## config.mk

```make
export PLATFORM = sky130hd
export DESIGN_NAME = cpu_program_sequencer
export DESIGN_NICKNAME = d
export VERILOG_FILES = /design/src/rtl/cpu_ctrl_pkg.sv /design/src/rtl/cpu_run_timer.sv /design/src/rtl/cpu_program_sequencer.sv
export SDC_FILE = /design/constraint.sdc
export NUM_CORES = 1
export LEC_CHECK = 0
export CAP_MARGIN = 20
export CORE_UTILIZATION = 45
export DETAILED_ROUTE_END_ITERATION = 6
export GPL_ROUTABILITY_DRIVEN = 1
export GPL_TIMING_DRIVEN = 0
export PLACE_DENSITY = 0.75
export REMOVE_ABC_BUFFERS = 1
export SKIP_LAST_GASP = 1
export SLEW_MARGIN = 20
export SYNTH_ARGS = -nofsm -noshare
export SYNTH_HDL_FRONTEND = slang
export SYNTH_HIERARCHICAL = 1
export SYNTH_SLANG_ARGS = --single-unit
```

## constraint.sdc

```tcl
create_clock -name clk -period 6.3 [get_ports clk]
set_input_delay 1.26 -clock clk [delete_from_list [all_inputs] [get_ports clk]]
set_output_delay 1.26 -clock clk [all_outputs]
set_load 0.01 [all_outputs]
```

## src/rtl/cpu_ctrl_pkg.sv

```systemverilog
// ---------------------------------------------------------------------------
// cpu_ctrl_pkg
// Shared definitions for the CPU program sequencer and its helpers.
//   INSTR_W            : width of one CPU instruction word
//   CODE_DEPTH_DEFAULT : default maximum number of words per load session
//   seq_state_e        : sequencer FSM states
// ---------------------------------------------------------------------------
package cpu_ctrl_pkg;

  localparam int INSTR_W            = 16;
  localparam int CODE_DEPTH_DEFAULT = 32;

  typedef enum logic [2:0] {
    ST_IDLE  = 3'd0,
    ST_CLEAR = 3'd1,
    ST_LOAD  = 3'd2,
    ST_GAP   = 3'd3,
    ST_RUN   = 3'd4,
    ST_DONE  = 3'd5
  } seq_state_e;

endpackage

```

## src/rtl/cpu_run_timer.sv

```systemverilog
// ---------------------------------------------------------------------------
// cpu_run_timer
// Loadable down-counter with a zero flag. The count saturates at zero.
// Ports:
//   clk        : clock, rising edge
//   reset      : synchronous active-high reset, clears the count
//   load       : load load_value into the counter (has priority over dec)
//   load_value : value to load
//   dec        : decrement by one when the count is non-zero
//   zero       : high while the count is zero
// ---------------------------------------------------------------------------
module cpu_run_timer #(
  parameter int WIDTH = 16
) (
  input  logic             clk,
  input  logic             reset,
  input  logic             load,
  input  logic [WIDTH-1:0] load_value,
  input  logic             dec,
  output logic             zero
);

  logic [WIDTH-1:0] count;

  // Load wins over decrement; the count never steps below zero.
  always_ff @(posedge clk) begin
    if (reset) begin
      count <= '0;
    end else if (load) begin
      count <= load_value;
    end else if (dec && (count != '0)) begin
      count <= count - WIDTH'(1);
    end
  end

  assign zero = (count == '0);

endmodule

```

## src/rtl/cpu_program_sequencer.sv

```systemverilog
// ---------------------------------------------------------------------------
// cpu_program_sequencer
// Runs one clear/load/run session on a small CPU: pulses clear_code, streams
// instruction words into the CPU over a valid/ready handshake, then releases
// the CPU from reset for a programmed number of cycles.
// Ports:
//   clk, reset            : clock and synchronous active-high reset
//   start, abort          : begin a session (IDLE only) / drop the session
//   run_cycles            : CPU run length, latched when start is accepted
//   prog_valid/ready/data/last : instruction word stream from the host
//   cpu_clear_code, cpu_getcode, cpu_instruction, cpu_reset_n : CPU controls
//   busy, done            : session in progress / one-cycle end-of-session pulse
//   err_overflow          : sticky, program longer than CODE_DEPTH words
//   word_count            : words loaded in the current session
// ---------------------------------------------------------------------------
module cpu_program_sequencer
  import cpu_ctrl_pkg::*;
#(
  parameter int CODE_DEPTH = CODE_DEPTH_DEFAULT,
  parameter int RUN_W      = 16,
  parameter int CNT_W      = $clog2(CODE_DEPTH + 1)
) (
  input  logic               clk,
  input  logic               reset,
  input  logic               start,
  input  logic               abort,
  input  logic [RUN_W-1:0]   run_cycles,
  input  logic               prog_valid,
  output logic               prog_ready,
  input  logic [INSTR_W-1:0] prog_data,
  input  logic               prog_last,
  output logic               cpu_clear_code,
  output logic               cpu_getcode,
  output logic [INSTR_W-1:0] cpu_instruction,
  output logic               cpu_reset_n,
  output logic               busy,
  output logic               done,
  output logic               err_overflow,
  output logic [CNT_W-1:0]   word_count
);

  seq_state_e       state;
  logic [RUN_W-1:0] run_len;
  logic             timer_load;
  logic             timer_zero;

  // The timer is loaded with run_len-1 as RUN is entered, so the zero flag is
  // reached on the last RUN cycle and RUN lasts exactly run_len cycles.
  assign timer_load = (state == ST_GAP) && (run_len != '0);

  cpu_run_timer #(
    .WIDTH (RUN_W)
  ) u_run_timer (
    .clk        (clk),
    .reset      (reset),
    .load       (timer_load),
    .load_value (run_len - RUN_W'(1)),
    .dec        (state == ST_RUN),
    .zero       (timer_zero)
  );

  // Session FSM. All outputs are registered and are updated on the same edge
  // that enters the state they belong to, so each output lines up with the
  // state cycle it describes. getcode, clear_code and done default low, which
  // makes every one of them a single-cycle pulse.
  always_ff @(posedge clk) begin
    if (reset) begin
      state           <= ST_IDLE;
      run_len         <= '0;
      prog_ready      <= 1'b0;
      cpu_clear_code  <= 1'b0;
      cpu_getcode     <= 1'b0;
      cpu_instruction <= '0;
      cpu_reset_n     <= 1'b0;
      busy            <= 1'b0;
      done            <= 1'b0;
      err_overflow    <= 1'b0;
      word_count      <= '0;
    end else begin
      cpu_getcode    <= 1'b0;
      cpu_clear_code <= 1'b0;
      done           <= 1'b0;

      if (abort && (state != ST_IDLE)) begin
        // Abandon the session; status (err_overflow, word_count) survives.
        state       <= ST_IDLE;
        prog_ready  <= 1'b0;
        cpu_reset_n <= 1'b0;
        busy        <= 1'b0;
      end else begin
        case (state)
          ST_IDLE: begin
            if (start && !abort) begin
              run_len        <= run_cycles;
              err_overflow   <= 1'b0;
              word_count     <= '0;
              cpu_clear_code <= 1'b1;
              busy           <= 1'b1;
              state          <= ST_CLEAR;
            end
          end
          ST_CLEAR: begin
            prog_ready <= 1'b1;
            state      <= ST_LOAD;
          end
          ST_LOAD: begin
            if (prog_valid && prog_ready) begin
              cpu_getcode     <= 1'b1;
              cpu_instruction <= prog_data;
              word_count      <= word_count + CNT_W'(1);
              if (prog_last) begin
                prog_ready <= 1'b0;
                state      <= ST_GAP;
              end else if (word_count == CNT_W'(CODE_DEPTH - 1)) begin
                // The buffer is full and more words are coming: give up
                // without ever letting the CPU run a truncated program.
                err_overflow <= 1'b1;
                prog_ready   <= 1'b0;
                done         <= 1'b1;
                state        <= ST_DONE;
              end
            end
          end
          ST_GAP: begin
            if (run_len != '0) begin
              cpu_reset_n <= 1'b1;
              state       <= ST_RUN;
            end else begin
              done  <= 1'b1;
              state <= ST_DONE;
            end
          end
          ST_RUN: begin
            if (timer_zero) begin
              cpu_reset_n <= 1'b0;
              done        <= 1'b1;
              state       <= ST_DONE;
            end
          end
          ST_DONE: begin
            busy  <= 1'b0;
            state <= ST_IDLE;
          end
          default: begin
            state <= ST_IDLE;
          end
        endcase
      end
    end
  end

endmodule
```

==> qor.yml <==
maxCapViolations: 0
seq_area_um2: 1280
clk_latency_ns: 0.34
syn_inst: 390
routed_wirelength_mm: 7.07
fillerInstances: 624
drt_iter0_drc: 118
grt-ovfl-total: 0
io_pins: 67
cts_setup_buffers: 0
max_freq_ghz: 0.339
rsz0062_at_grt: "false"
dr_wl_met3_um: 477
gp_congestion: 0.830
worstPathArrival_ns: 3.17
dpl.hpwl_mm: 5.17
grt_usage: 0.200
die-area_um2: 7440
ys_seq_area_frac: 0.401
numCtsBuffers: 9
cts_resized: 0
ys.flop_type: "dfxtp_1"
synth_top_cells_by_area: "dfxtp_1, nand2_1, a21oi_1, xnor2_1, nor2_1"
root_buffer: "clkbuf_8"
power.density_nw_per_um2: 241
final_nets: 490
syn2layout_area_growth_pct: 28.4
hp-class: "reg -> reg"
via_per_inst: 5.23
worst-slew-pin-transition_ns: 0.999
syn_area_um2: 3190
die_x_um: 86.2
vdd_drop_max_mv: 0.163
crit_fanout: 18
final-setup-viol-count: 0
fp-row-count: 30
multi_input_area_um2: 1740
die_h_um: 86.2
dr_wl_met2_mm: 3.20
period_needed_ns: 2.95
critPathRequiredTime_ns: 6.52
core_um2: 6830
htreeDepth: 3
post-synth-top-area-cell: "dfxtp_1"
diodes: 0
period_share: 0.468
ys_warn_count: 6
synth_cell_types: 54
hold_viol_final: 0
antenna_found_initial: 0
layout-drive-gt1-share: 0.0706
fin_skew_ns: 0.00851
start_kind: "input pin"
cp-end-kind: "register"
setup_tns_ns: 0
wl_per_cell_um: 12.9
slew_headroom: 0.333
clock-sinks: 64
grt_pass1_wl_mm: 11.8
critPathKind: "in -> reg"
async_flop_share: 0
vias: 2874
first_pass_iters: 4
cts_tree: "built"
topRoutingLayerUsed: "met4"
synth_edf_count: 0
grt_pass1_vias: 2627
ctsLongestPathBuffers: 2
grt_start_max_net_pins: 30
met1_length_mm: 3.30
drc: 0
syn_avg_cell_area_um2: 8.19
p_leak_nw: 1.39
initial_core_util: 0.467
clk_pin_slew_worst_paths_ns: 0.08
io_buffers: 66
finalMaxSlewViolations: 0
status: "complete, no violations"
postCtsHoldBufs: 0
synth-seq-cells: 64
ant_nets: 0
hold_ws_ns: 0.456
yosysTopAreaCellShare: 0.401
[cell usage in the layout (no fill, tap or decap), drive strengths merged, types with 3 or more instances in the layout]
cell / count
o21bai: 3
nand2b: 6
o21ai: 5
ha: 4
o221ai: 3
inv: 8
nor3b: 4
or3: 8
nand3: 9
nor4: 8
xnor2: 19
a211oi: 11
clkbuf: 9
bufinv: 3
clkdlybuf4s50: 65
nor2: 36
nand2: 83
a21oi: 41
clkinv: 4
xor2: 6
nor3: 11
or4: 7
nor2b: 4
a311oi: 5
dfxtp: 64
[power by group]
group          total, mW  switching (mW)  internal (mW)
Sequential         0.427          0.0130          0.414
Combinational      0.132          0.0666         0.0658
Clock              0.428           0.165          0.263
[layer usage]
layer | vias up | global-route usage
met3 | 9 | 0.0648
met4 | 0 | 0.0773
met1 | 1318 | 0.258
li1 | 1477 | -
met5 | - | 0
met2 | 70 | 0.310
[registers in the layout, indices dropped and copies added, names as in the netlist]
register and flops:
cpu_clear_code 1, word_count 6, cpu_reset_n 1, busy 1
cpu_instruction 16, done 1, err_overflow 1, cpu_getcode 1
state 3, u_run_timer/count 16, prog_ready 1, run_len 16
[worst max-delay path: stages]
cell,delay (ns)
clkdlybuf4s50_1,0.55
or3_1,0.51
or2_1,0.49
nand2b_1,0.28
nor2_1,0.08
[cell families (layout without fill, tap and decap cells)]
| kind of cell | Yosys count | after routing | synth area share |
|---|---|---|---|
| AOI/OAI and AO/OA | 79 | 79 | 0.159 |
| DFF | 64 | 64 | 0.401 |
| adders and majority gates | 4 | 4 | 0.0157 |
| xor gates and xnor gates | 25 | 25 | 0.0686 |
| buffers and inverters | 29 | 92 | 0.0541 |
| and+or+nand+nor | 187 | 187 | 0.295 |
| muxes | 2 | 2 | 0.00627 |
[stage by stage]
stage | instances | instance area (µm²) | setup WS (ns) | utilization | total power [mW]
finish | 549 | 4100 | 3.35 | 0.600 | 0.988
detailed placement | 533 | 3860 | 3.00 | 0.565 | 0.569
global placement | 532 | 3830 | 2.44 | 0.561 | 0.565
floorplan | 370 | 3050 | 3.82 | - | 0.515
CTS | 549 | 4100 | 3.36 | 0.600 | 0.998
global route | 549 | 4100 | 3.23 | 0.600 | 1.04
[cell type report]
type | instances | area share
clock buffer | 9 | 0.0302
clock inverter | 7 | 0.0293
inverter | 9 | 0.00824
multi-input combinational | 297 | 0.424
sequential | 64 | 0.312
tap | 96 | 0.0293
timing repair buffer | 67 | 0.167
[cell usage after synthesis (2+ instances only)]
| cell | number |
|---|---|
| nand2_1 | 83 |
| a211oi_1 | 11 |
| mux2i_1 | 2 |
| nor4_4 | 2 |
| nor2b_1 | 4 |
| a21oi_1 | 41 |
| inv_1 | 8 |
| nor3b_1 | 4 |
| o21bai_1 | 3 |
| nand2b_1 | 5 |
| nor3_1 | 11 |
| or3_1 | 5 |
| nand3_1 | 9 |
| o221ai_1 | 3 |
| and4_1 | 2 |
| a21o_1 | 2 |
| clkbuf_1 | 7 |
| nor4_1 | 6 |
| a311oi_1 | 5 |
| nand3b_1 | 2 |
| dfxtp_1 | 64 |
| nor2_1 | 35 |
| or4_1 | 6 |
| buf_6 | 5 |
| o21ai_2 | 2 |
| ha_1 | 4 |
| buf_2 | 5 |
| or3_2 | 3 |
| o21ai_0 | 3 |
| xor2_1 | 6 |
| xnor2_1 | 19 |
[final timing paths]
kind | startpoint | endpoint | slack (ns) | depth (start not counted)
worst min register to register | cpu_instruction[11] | cpu_instruction[11] | 0.46 | 2
worst max-delay path | abort | word_count[4] | 3.35 | 5
worst min-delay path | cpu_instruction[11] | cpu_instruction[11] | 0.46 | 2
worst max register to register | run_len[0] | u_run_timer/count[4] | 3.55 | 8
No activity file was read; power rests on OpenSTA's default activity.
